## src/rtl/vga_timing_gen.sv

```systemverilog
// ---------------------------------------------------------------------------
// vga_timing_gen
//
// Raster timing generator for the Space Monsters display. Divides the system
// clock down to a pixel strobe, runs the horizontal/vertical raster counters,
// decodes the active-low sync pulses and the visible-area flag, and emits
// one-clock per-frame and per-game-step ticks used to pace object motion.
//
// Build option:
//   VGA_GAME_TICK_EN  defined   -> frame counter and game_tick implemented
//                     undefined -> game_tick tied low, GAME_DIV ignored
//
// Ports:
//   clk         in   system clock (only clock)
//   rst         in   synchronous active-high reset
//   pix_en      out  one-clk pixel strobe (every CLK_DIV clks)
//   hCount      out  [9:0] horizontal position, 0..H_TOTAL-1
//   vCount      out  [9:0] vertical position, 0..V_TOTAL-1
//   hSync       out  horizontal sync, active-low
//   vSync       out  vertical sync, active-low
//   bright      out  high inside the visible window
//   frame_tick  out  one-clk pulse in the cycle after the (0,0) wrap
//   game_tick   out  one-clk pulse every GAME_DIV frame_ticks
// ---------------------------------------------------------------------------
module vga_timing_gen #(
    parameter int CLK_DIV     = 4,
    parameter int H_TOTAL     = 800,
    parameter int H_SYNC      = 96,
    parameter int H_ACT_START = 144,
    parameter int H_ACT_END   = 784,
    parameter int V_TOTAL     = 525,
    parameter int V_SYNC      = 2,
    parameter int V_ACT_START = 35,
    parameter int V_ACT_END   = 515,
    parameter int GAME_DIV    = 2
) (
    input  logic       clk,
    input  logic       rst,
    output logic       pix_en,
    output logic [9:0] hCount,
    output logic [9:0] vCount,
    output logic       hSync,
    output logic       vSync,
    output logic       bright,
    output logic       frame_tick,
    output logic       game_tick
);

    // Divider width; at least one bit even for tiny divide ratios.
    localparam int DIV_W = (CLK_DIV > 2) ? $clog2(CLK_DIV) : 1;

    localparam logic [DIV_W-1:0] DIV_LAST = DIV_W'(CLK_DIV - 1);
    localparam logic [DIV_W-1:0] DIV_ONE  = DIV_W'(1);

    // All raster comparisons are done at 10 bits.
    localparam logic [9:0] H_LAST   = 10'(H_TOTAL - 1);
    localparam logic [9:0] V_LAST   = 10'(V_TOTAL - 1);
    localparam logic [9:0] H_SYNC_W = 10'(H_SYNC);
    localparam logic [9:0] V_SYNC_W = 10'(V_SYNC);
    localparam logic [9:0] H_ACT_S  = 10'(H_ACT_START);
    localparam logic [9:0] H_ACT_E  = 10'(H_ACT_END);
    localparam logic [9:0] V_ACT_S  = 10'(V_ACT_START);
    localparam logic [9:0] V_ACT_E  = 10'(V_ACT_END);

    // ------------------------------------------------------------------
    // State
    // ------------------------------------------------------------------
    logic [DIV_W-1:0] div_cnt_q, div_cnt_d;
    logic [9:0]       h_count_q, h_count_d;
    logic [9:0]       v_count_q, v_count_d;
    logic             frame_tick_q, frame_tick_d;
    logic             frame_wrap;

    // Pixel strobe decoded straight from the divider register, so it is
    // low while reset holds the divider at zero.
    assign pix_en = (div_cnt_q == DIV_LAST);

    // ------------------------------------------------------------------
    // Next-state logic for divider and raster counters
    // ------------------------------------------------------------------
    always_comb begin
        div_cnt_d  = (div_cnt_q == DIV_LAST) ? '0 : div_cnt_q + DIV_ONE;
        h_count_d  = h_count_q;
        v_count_d  = v_count_q;
        frame_wrap = 1'b0;

        if (pix_en) begin
            if (h_count_q == H_LAST) begin
                h_count_d = '0;
                if (v_count_q == V_LAST) begin
                    v_count_d  = '0;
                    // Both counters return to (0,0) on this edge.
                    frame_wrap = 1'b1;
                end else begin
                    v_count_d = v_count_q + 10'd1;
                end
            end else begin
                h_count_d = h_count_q + 10'd1;
            end
        end

        // Registered so the tick lands in the cycle after the wrap edge.
        frame_tick_d = frame_wrap;
    end

    always_ff @(posedge clk) begin
        if (rst) begin
            div_cnt_q    <= '0;
            h_count_q    <= '0;
            v_count_q    <= '0;
            frame_tick_q <= 1'b0;
        end else begin
            div_cnt_q    <= div_cnt_d;
            h_count_q    <= h_count_d;
            v_count_q    <= v_count_d;
            frame_tick_q <= frame_tick_d;
        end
    end

    assign hCount     = h_count_q;
    assign vCount     = v_count_q;
    assign frame_tick = frame_tick_q;

    // ------------------------------------------------------------------
    // Zero-latency decodes from the counter registers
    // ------------------------------------------------------------------
    assign hSync  = !(h_count_q < H_SYNC_W);
    assign vSync  = !(v_count_q < V_SYNC_W);
    assign bright = (h_count_q >= H_ACT_S) && (h_count_q < H_ACT_E) &&
                    (v_count_q >= V_ACT_S) && (v_count_q < V_ACT_E);

    // ------------------------------------------------------------------
    // Game-step tick
    // ------------------------------------------------------------------
`ifdef VGA_GAME_TICK_EN
    localparam int FC_W = (GAME_DIV > 2) ? $clog2(GAME_DIV) : 1;

    localparam logic [FC_W-1:0] FC_LAST = FC_W'(GAME_DIV - 1);
    localparam logic [FC_W-1:0] FC_ONE  = FC_W'(1);

    logic [FC_W-1:0] frame_cnt_q, frame_cnt_d;
    logic            game_tick_q, game_tick_d;

    // Evaluated on the same edge that launches frame_tick, so game_tick
    // coincides with the frame_tick that returns frame_cnt to zero. With
    // GAME_DIV = 1 the counter sits at zero and game_tick equals frame_tick.
    always_comb begin
        frame_cnt_d = frame_cnt_q;
        game_tick_d = 1'b0;
        if (frame_wrap) begin
            if (frame_cnt_q == FC_LAST) begin
                frame_cnt_d = '0;
                game_tick_d = 1'b1;
            end else begin
                frame_cnt_d = frame_cnt_q + FC_ONE;
            end
        end
    end

    always_ff @(posedge clk) begin
        if (rst) begin
            frame_cnt_q <= '0;
            game_tick_q <= 1'b0;
        end else begin
            frame_cnt_q <= frame_cnt_d;
            game_tick_q <= game_tick_d;
        end
    end

    assign game_tick = game_tick_q;
`else
    // Feature compiled out: keep GAME_DIV referenced so it is not flagged.
    logic unused_game_div;
    assign unused_game_div = (GAME_DIV < 1);
    assign game_tick       = 1'b0;
`endif

endmodule
```

## config.mk

```make
export PLATFORM = sky130hd
export DESIGN_NAME = vga_timing_gen
export DESIGN_NICKNAME = d
export VERILOG_FILES = /design/src/rtl/vga_timing_gen.sv
export SDC_FILE = /design/constraint.sdc
export NUM_CORES = 1
export LEC_CHECK = 0
export CAP_MARGIN = 10
export CORE_MARGIN = 2
export CORE_UTILIZATION = 53
export CTS_CLUSTER_DIAMETER = 30
export CTS_CLUSTER_SIZE = 12
export DETAILED_ROUTE_END_ITERATION = 8
export PLACE_DENSITY_LB_ADDON = 0.08
export SLEW_MARGIN = 30
export SYNTH_ARGS = -nofsm -noshare
export SYNTH_HDL_FRONTEND = slang
export SYNTH_SLANG_ARGS = --single-unit
```

## constraint.sdc

```tcl
create_clock -name clk -period 2.5 [get_ports clk]
set_input_delay 0.375 -clock clk [delete_from_list [all_inputs] [get_ports clk]]
set_output_delay 0.375 -clock clk [all_outputs]
set_load 0.03 [all_outputs]
```

Yosys cells after proc, flatten, opt, wreduce, memory -nomap -nowiden

Index checks and enable logic that the tools add are counted.

Bits in registers: 23
Input bits: 2
Output and inout bits: 26
Logic and storage cells: 29

$add $sub $neg: 3
Order comparisons: 6
Eq/ne operators: 3
Mux-type cells: 3
Bitwise gates (word level): 2
Reduce and logical (&&, ||, !) cells: 8

Operator list:

| cell                                                                | number |
|---|---|
| adder 10 x 1 -> 10 bit (second input constant)                      | 2 |
| == test 10 bit (second input constant)                              | 2 |
| < comparator 10 bit (second input constant)                         | 2 |
| 2-to-1 mux 10 bit                                                   | 2 |
| greater-or-equal comparator 10 x 6 -> 1 bit (second input constant) | 1 |
| greater-or-equal comparator 10 x 8 -> 1 bit (second input constant) | 1 |
| < comparator 10 x 2 -> 1 bit (second input constant)                | 1 |
| < comparator 10 x 7 -> 1 bit (second input constant)                | 1 |
| logical AND 1 bit                                                   | 3 |
| OR reduction 3 bit                                                  | 1 |
| adder 2 x 1 -> 2 bit (second input constant)                        | 1 |
| == test 2 bit (second input constant)                               | 1 |
| logical NOT 1 bit                                                   | 2 |
| NOT 1 bit                                                           | 2 |
| AND reduction 2 bit                                                 | 1 |
| OR reduction 2 bit                                                  | 1 |
| 2-to-1 mux 1 bit                                                    | 1 |

Logic depth before layout (Yosys ltp)

Gate-level depths: netlist (run 1).

Depth after elaboration: 4
Gate-level depth with buffers: 7

Least setup slack after synthesis (run 1)

No wires, ideal clock.

Path kind: reg2out
Start: register h_count_q[5], in the netlist hCount[5]
End: output port bright
Arrival: 2.075 ns
Required time: 2.125 ns
Slack: 0.050 ns
Cell stages (with the launch flop): 4
Path buffers: 1
Cell sequence: dfxtp_1 buf_6 or4_2 a311oi_1

Word-level cells in the longest chain between the ends: 4

Ends and longest elaborated chain:

| item                                                                               | line | text |
|---|---|---|
| from (decl)                                                                        | 69   | `logic [9:0] h_count_q, h_count_d;` |
| from (signal assigned)                                                             | 114  | `h_count_q <= h_count_d;` |
| greater-or-equal comparator 10 x 8 -> 1 bit or < comparator 10 bit (tied branches) | 129  | `assign bright = (h_count_q >= H_ACT_S) && (h_count_q < H_ACT_E) &&` |
| logical AND 1 bit (*) (2 in series)                                                | 129  |  |
| logical AND 1 bit (*)                                                              | 130  | `(v_count_q >= V_ACT_S) && (v_count_q < V_ACT_E);` |
| to (decl)                                                                          | 44   | `output logic bright,` |

Mark *: on every way between the ends. The rest lies on a longest branch, timed or not.

Final worst setup path (run 1)

Same ends and word-level chain as after synthesis.

==> results.yml, run 1 <==
synth:
  synth-edff-count: 0
  netlist_area_sq_um: 1270
  synth.net_count: 151
  synth.yosys.warnings: 0
  ys_ff_latch: 23
  seq_area_frac_synth_pct: 36.3
  synth_ff_type: "dfxtp_1"
  netlist_instances: 144
  async_reset_ff_share_pct: 0
  avgSynthCellArea_sq_um: 8.82
  netlist-cell-type-count: 38
setup_path:
  path_max_fanout: 10
  critPathKind: "flop to output port"
  r2r_slack_ns: 0.56
  cp_num_buf_inv: 1
  cp-end-kind: "output port"
  arrival_ns: 1.97
  cp_top_family: "simple AND/OR/NAND/NOR gates"
  critical_path.cell_chain: "or4_2 -> a311oi_1 -> buf_4"
  reg2reg_from: "hCount[0]$_SDFFE_PP0P_"
  slowest_stage: "or4_2"
  max_stage_delay_ns: 0.70
  worstPathRequired_ns: 2.12
  reg2reg_to: "vCount[7]$_SDFFE_PP0P_"
  cp-start-kind: "flop"
  worstRegToRegCells: 5
final_layout:
  area_growth_pct: 19.9
  finalInstanceArea_sq_um: 1520
  final_cell_mix: "25 x clkdlybuf4s50_1, 23 x dfxtp_1, 12 x nor3_1"
  antenna_cells: 0
  fin_nets: 174
  drive_gt1_share_pct: 8.43
  layout_commonest_cell: "clkdlybuf4s50_1"
power:
  p_int_uw: 448
  peakVddDrop_mv: 0.324
  leakagePower_nw: 0.497
  power.density_nw_per_um2: 382
  seqPwrFrac_pct: 64.6
  comb_power_share_pct: 5.9
  pwr-share-clk_pct: 29.5
  switching_share_pct: 22.9
  switching_power_uw: 133
clock_network:
  clock-sinks: 23
  postCtsSetupBuffers: 0
  cts_made_buffers: 3
  clk_latency_ns: 0.31
  holdBufCountCts: 0
  ctsResizeCount: 0
  cts_tree: "built"
  clk_pin_slew_ns: 0.13
  htreeDepth: 1
  clockBufferDepth: 2
  root_buffer: "clkbuf_4"
global_route:
  antenna_found_initial: 0
  grt_pass1_wl_um: 4510
  track_usage_pct: 21.7
  grt_pass1_vias: 1019
  grt.overflow.total: 0
  grt_start_max_net_pins: 14
drt:
  post_drt_via_cell_ratio: 5.66
  drt_iter0_markers: 15
  vias: 1099
  wl_per_cell_um: 13.7
  post-route-drc-count: 0
  first_pass_iters: 5
  drt_wl_total_um: 2660
  ant_nets: 0
die:
  initial_core_util_pct: 56.9
  io-pin-count: 28
  dieArea_sq_um: 2800
  fp.dieH_um: 53.0
  fp.coreArea_sq_um: 2230
  num_rows: 17
  die_width_um: 53.0
timing:
  period_minus_slack_ns: 2.34
  maxSlewViolCount: 0
  finClkSkew_ns: 0.00519
  grt_setup_unrepaired: "false"
  holdWs_ns: 0.434
  hold_viol_final: 0
  finalSetupViolations: 0
  setup_tns_ns: 0
  max_freq_ghz: 0.427
  finalCritPeriodShare_pct: 93.6
min_path:
  hold_end: "div_cnt_q[0]$_SDFF_PP0_"
  worstHoldStart: "div_cnt_q[0]$_SDFF_PP0_"
  hp-class: "flop to flop"
  min_path_cells: 1
placed_design:
  port-buffer-count: 26
  dp_hpwl_um: 1910
  gp_congestion: 0.877
  place_area_sq_um: 1500
run:
  cap_violations: 0
run_status:
  status: "finished clean"
==> cell usage after synthesis, drive strengths merged, types with 5 or more instances <==
master | n | area share, %
a21oi | 9 | 3.5
buf | 8 | 5.5
dfxtp | 23 | 36
ha | 5 | 4.9
inv | 9 | 2.7
nand2 | 6 | 1.8
nand3 | 10 | 3.9
nand4 | 6 | 4.1
nor2 | 8 | 3.6
nor3 | 12 | 4.7
xnor2 | 7 | 4.8
==> how the worst max path moves through the flow <==
stage | from | slack [ns] | to | cells past startpoint
after CTS | hCount[5]$_SDFFE_PP0P_ | 0.15 | bright | 3
after detailed placement | hCount[5]$_SDFFE_PP0P_ | 0.52 | bright | 3
final | hCount[5]$_SDFFE_PP0P_ | 0.16 | bright | 3
after global placement | hCount[5]$_SDFFE_PP0P_ | 0.54 | bright | 3
after floorplan | hCount[5]$_SDFFE_PP0P_ | 0.05 | bright | 3
after global routing | hCount[5]$_SDFFE_PP0P_ | 0.05 | bright | 3
==> cell families after synthesis <==
family | synth area share [%]
xor+xnor | 7.59
other cells | 0.295
flops | 36.3
fa+ha+maj | 4.93
compound gates | 10.4
simple gates | 32.0
buf+inv | 8.47
==> through the flow <==
| stage | std cells | utilization (%) | setup WS, ns | power, mW |
|---|---|---|---|---|
| 2_1_floorplan | 144 | - | 0.0498 | 0.407 |
| 3_3_place_gp | 190 | 67.0 | 0.540 | 0.416 |
| 3_5_place_dp | 190 | 67.0 | 0.520 | 0.419 |
| 4_1_cts | 194 | 68.2 | 0.152 | 0.590 |
| 5_1_grt | 194 | 68.2 | 0.0485 | 0.600 |
| 6_report | 194 | 68.2 | 0.159 | 0.582 |
==> flip-flops by register name, indices dropped and copies added, names as in the netlist <==
signal / cells
frame_tick: 1
hCount: 10
vCount: 10
div_cnt_q: 2
==> layout make-up <==
class,count,area (sq um)
fill,185,711
multi-input combinational,103,702
sequential,23,460
timing repair buffer,27,265
tap,28,35.0
inverter,9,33.8
clock buffer,4,26.3
==> power by group through the flow <==
stage | Clock (mW) | Combinational [mW] | Sequential (mW)
6_report | 0.171 | 0.0345 | 0.376
3_3_place_gp | 0 | 0.0327 | 0.383
4_1_cts | 0.180 | 0.0346 | 0.376
3_5_place_dp | 0 | 0.0345 | 0.384
5_1_grt | 0.185 | 0.0382 | 0.377
2_1_floorplan | 0 | 0.0211 | 0.386
==> metal layers <==
metal	vias up	global-route usage, %	share of wire (%)
met4	0	11.1	1.7
met1	499	27.1	47
met5	-	0	0
met3	6	3.11	4.1
li1	560	-	-
met2	34	36.3	47
No activity file was read; power rests on OpenSTA's default activity.
==> run 2, diff against run 1 <==
--- a/config.mk
+++ b/config.mk
@@ -7,10 +7,11 @@
 export LEC_CHECK = 0
 export CAP_MARGIN = 10
 export CORE_MARGIN = 2
-export CORE_UTILIZATION = 53
+export CORE_UTILIZATION = 25
 export CTS_CLUSTER_DIAMETER = 30
 export CTS_CLUSTER_SIZE = 12
 export DETAILED_ROUTE_END_ITERATION = 8
+export GPL_TIMING_DRIVEN = 0
 export PLACE_DENSITY_LB_ADDON = 0.08
 export SLEW_MARGIN = 30
 export SYNTH_ARGS = -nofsm -noshare
==> run 2 against run 1 <==
Effect of this change: combinational power increased by 1%; sequential power about the same; highest routed layer unchanged; final cell count increased by 24%; sequential share of layout area down 2.4 points.
==> results.yml, run 2 (synthesis gave the netlist of run 1 again) <==
clock_network:
  clk_latency_ns: 0.26
  clk_pin_slew_ns: 0.09
  clockBufferDepth: 2
  cts_tree: "built"
  htreeDepth: 1
  root_buffer: "clkbuf_8"
  cts_made_buffers: 3
  clock-sinks: 23
  postCtsSetupBuffers: 0
power:
  leakagePower_nw: 0.549
  peakVddDrop_mv: 0.168
  power.density_nw_per_um2: 391
setup_path:
  arrival_ns: 1.96
  cp-end-kind: "output port"
  slowest_stage: "or4_2"
  critical_path.cell_chain: "buf_6 -> or4_2 -> a311oi_1 -> clkbuf_2"
  worstRegToRegCells: 6
  r2r_slack_ns: 0.67
  reg2reg_to: "vCount[9]$_SDFFE_PP0P_"
  max_stage_delay_ns: 0.63
  critPathKind: "flop to output port"
  cp-startpoint: "hCount[5]$_SDFFE_PP0P_"
  worstPathRequired_ns: 2.12
  reg2reg_from: "hCount[0]$_SDFFE_PP0P_"
  path_max_fanout: 9
  cp-start-kind: "flop"
timing:
  period_minus_slack_ns: 2.33
  slew_headroom_pct: 64.3
  worst_pin_slew_ns: 0.536
  finClkSkew_ns: 0.00260
  finalCritPeriodShare_pct: 93.3
  finalSetupViolations: 0
  grt_setup_unrepaired: "false"
  max_freq_ghz: 0.429
  setup_tns_ns: 0
  maxSlewViolCount: 0
  hold_viol_final: 0
min_path:
  hp-class: "flop to flop"
  min_path_cells: 1
  hold_end: "div_cnt_q[0]$_SDFF_PP0_"
  worstHoldStart: "div_cnt_q[0]$_SDFF_PP0_"
placed_design:
  port-buffer-count: 26
  gp_congestion: 0.756
  dp_hpwl_um: 2260
  dp_cells: 237
global_route:
  track_usage_pct: 12.3
  grt.overflow.total: 0
  antenna_found_initial: 0
  grt_pass1_wl_um: 5320
  grt_start_max_net_pins: 14
  grt_pass1_vias: 1065
drt:
  ant_nets: 0
  drt_wl_total_um: 3130
  post_drt_via_cell_ratio: 4.80
  post-route-drc-count: 0
  first_pass_iters: 4
  vias: 1157
  wl_per_cell_um: 13.0
  drt_iter0_markers: 60
final_layout:
  drive_gt1_share_pct: 12.6
  instances_no_fill: 241
  fin_nets: 182
  final.fill_count: 528
  antenna_cells: 0
  area_growth_pct: 30.3
  utilization_pct: 34.4
  layout_commonest_cell: "clkdlybuf4s50_1"
  final_cell_mix: "25 x clkdlybuf4s50_1, 23 x dfxtp_1, 12 x nor3_1"
die:
  dieArea_sq_um: 5670
  die_width_um: 75.3
  num_rows: 25
  io-pin-count: 28
  initial_core_util_pct: 26.4
  fp.coreArea_sq_um: 4820
  fp.dieH_um: 75.3
run_status:
  status: "finished clean"
run:
  cap_violations: 0
[run 2: cell count changes in the layout (fill, tap and decap cells not counted)]
cell / previous run / this run
buf_2: 0 / 2
buf_6: 0 / 4
clkbuf_2: 0 / 1
clkbuf_4: 3 / 0
clkbuf_8: 0 / 3
clkinv_2: 0 / 1
[run 2: report_power, final]
part / internal (mW) / switching, mW / leakage (nW) / total (mW)
combinational: 0.0144 / 0.0206 / 0.338 / 0.0350
clock: 0.111 / 0.126 / 0.0255 / 0.238
sequential: 0.372 / 0.00371 / 0.186 / 0.375
total: 0.497 / 0.151 / 0.549 / 0.648
[run 2: cell type report]
cell class	count	area, sq um	area share [%]
well taps	67	83.8	5.06
plain buffers	9	73.8	4.46
repair buffers	26	255	15.4
inverters	9	33.8	2.04
clock inverters	1	5.00	0.302
flip-flops and latches	23	460	27.8
multi-input cells	103	702	42.4
clock buffers	3	41.3	2.49
[run 2: what timing repair did]
action,CTS,global route
endpoints found under the setup margin,1,1
pin swaps,0,0
hold buffers,0,0
gates cloned,0,0
gates resized for setup,1,3
endpoints found under the hold margin,0,0
[run 2: worst max-delay path by stage]
stage	slack, ns	end	depth (start not counted)
5_1_grt	0.03	bright	5
6_report	0.17	bright	4
2_1_floorplan	0.05	bright	3
4_1_cts	0.001	bright	4
3_3_place_gp	0.03	bright	4
3_5_place_dp	0.03	bright	4
[run 2: critical path: cells and delay by family (launching register included)]
| kind | cells | cell delay [ns] |
|---|---|---|
| AO/OA/AOI/OAI | 1 | 0.32 |
| flip-flops | 1 | 0.33 |
| buffers and inverters | 2 | 0.41 |
| AND/OR/NAND/NOR | 1 | 0.63 |
[run 2: metrics by stage]
| step | power (mW) | hold WS (ns) | cell area (sq um) | worst slack [ns] |
|---|---|---|---|---|
| after detailed placement | 0.420 | 0.420 | 1610 | 0.0304 |
| final | 0.648 | 0.428 | 1660 | 0.167 |
| after global routing | 0.676 | 0.450 | 1660 | 0.0346 |
| after global placement | 0.419 | 0.414 | 1610 | 0.0327 |
| after CTS | 0.659 | 0.434 | 1660 | 0.00132 |
| after floorplan | 0.407 | 0.404 | 1270 | 0.0498 |
[run 2: layer usage]
metal  vias to the layer above  routed length (um)  GRT usage [%]
met4                         0                  25           4.09
met3                         2                 124           2.14
li1                        579                   -              -
met1                       551                1560           17.0
met2                        25                1420           19.5
met5                         -                   0              0
==> run 3, diff against run 2 <==
==> constraint.sdc (replaced) <==
create_clock -name clk -period 2.9 [get_ports clk]
set_input_delay 0.435 -clock clk [delete_from_list [all_inputs] [get_ports clk]]
set_output_delay 0.435 -clock clk [all_outputs]
set_load 0.03 [all_outputs]
==> run 3 against run 2 <==
Effect of this change: register-to-register slack improved by 0.40 ns; clock power down 13%; power down 14%; non-clock buffer count is the same; clock-buffer cell count did not move; wire length increased by 0.13%; critical path type unchanged; largest power group unchanged.
==> results.yml, run 3 (synthesis gave the netlist of run 1 again) <==
global_route:
  grt_pass1_wl_um: 5320
  global_route.usage.met2_pct: 19.5
  grt.overflow.total: 0
  grt-busiest-layer: "met2"
  track_usage_pct: 12.3
  use_met3_pct: 2.14
  grt_start_max_net_pins: 14
  use_met1_pct: 17.0
  grt_pass1_vias: 1065
  antenna_found_initial: 0
setup_path:
  cp-end-kind: "output port"
  reg2reg_from: "hCount[0]$_SDFFE_PP0P_"
  worstPathRequired_ns: 2.47
  max_stage_delay_ns: 0.63
  slowest_stage: "or4_2"
  critPathKind: "flop to output port"
  arrival_ns: 2.02
  path_max_fanout: 9
  critical_path.cell_chain: "buf_6 -> or4_2 -> a311oi_1 -> dlymetal6s2s_1"
  cp-start-kind: "flop"
  cp-startpoint: "hCount[5]$_SDFFE_PP0P_"
timing:
  finalCritPeriodShare_pct: 84.5
  max_freq_ghz: 0.408
  worst_pin_slew_ns: 0.535
  grt_setup_unrepaired: "false"
  setup_tns_ns: 0
  holdWs_ns: 0.428
  finClkSkew_ns: 0.00265
  finalSetupViolations: 0
  maxSlewViolCount: 0
  hold_viol_final: 0
  slew_headroom_pct: 64.3
  period_minus_slack_ns: 2.45
drt:
  drt_wl_total_um: 3130
  post_drt_via_cell_ratio: 4.79
  first_pass_iters: 4
  post-route-drc-count: 0
  drt_iter0_markers: 45
  ant_nets: 0
  vias: 1154
  wl_per_cell_um: 13.0
final_layout:
  antenna_cells: 0
  fin_nets: 182
  drive_gt1_share_pct: 12.1
  layout_commonest_cell: "clkdlybuf4s50_1"
  area_growth_pct: 30.9
  final_cell_mix: "25 x clkdlybuf4s50_1, 23 x dfxtp_1, 12 x nor3_1"
clock_network:
  clockBufferDepth: 2
  clk_latency_ns: 0.27
  postCtsSetupBuffers: 0
  root_buffer: "clkbuf_8"
  clk_pin_slew_ns: 0.09
  clock-sinks: 23
  cts_tree: "built"
  ctsResizeCount: 0
  holdBufCountCts: 0
  cts_made_buffers: 3
  htreeDepth: 1
placed_design:
  gp_congestion: 0.756
  port-buffer-count: 26
  dp_hpwl_um: 2260
run_status:
  status: "finished clean"
run:
  cap_violations: 0
die:
  initial_core_util_pct: 26.4
  die_width_um: 75.3
  num_rows: 25
  fp.coreArea_sq_um: 4820
  io-pin-count: 28
  fp.dieH_um: 75.3
  dieArea_sq_um: 5670
power:
  power.density_nw_per_um2: 336
  peakVddDrop_mv: 0.145
  leakagePower_nw: 0.567
min_path:
  hp-class: "flop to flop"
  worstHoldStart: "div_cnt_q[0]$_SDFF_PP0_"
[run 3: path summary, 6_finish.rpt]
check / end / slack (ns) / depth (start not counted)
max reg2reg: vCount[9]$_SDFFE_PP0P_ / 1.07 / 6
max: bright / 0.45 / 4
min reg2reg: div_cnt_q[0]$_SDFF_PP0_ / 0.43 / 1
min: div_cnt_q[0]$_SDFF_PP0_ / 0.43 / 1
[run 3: cell type report]
type,count,area [sq um]
buffer,9,73.8
clock buffer,3,41.3
clock inverter,1,5.00
fill,527,3150
inverter,9,33.8
multi-input combinational,103,702
sequential,23,460
tap,67,83.8
timing repair buffer,26,263
[run 3: power by group]
part / switching [mW] / internal, mW / total, mW
clock: 0.110 / 0.0960 / 0.206
combinational: 0.0178 / 0.0124 / 0.0302
sequential: 0.00319 / 0.320 / 0.324
[run 3: per-stage QoR]
stage	instance area (sq um)	std cells	utilization (%)	setup slack, ns	power, mW
floorplan	1270	144	-	0.390	0.351
global placement	1610	237	33.5	0.373	0.361
detailed placement	1610	237	33.5	0.370	0.362
CTS	1660	241	34.5	0.0411	0.568
global route	1660	241	34.5	0.323	0.583
finish	1660	241	34.5	0.449	0.559
[run 3: metal layers]
| metal | vias to the layer above | part of all wire, % | wire (um) |
|---|---|---|---|
| met2 | 20 | 45 | 1410 |
| met3 | 2 | 3.2 | 101 |
| li1 | 579 | - | - |
| met1 | 553 | 51 | 1600 |
| met5 | - | 0 | 0 |
| met4 | 0 | 0.80 | 25 |
[run 3: worst max-delay path, delay by kind of cell, from the launching register on]
kind	cells	cell delay (ns)
AOI/OAI and AO/OA	1	0.31
buffers and inverters	2	0.48
DFF	1	0.33
and+or+nand+nor	1	0.63
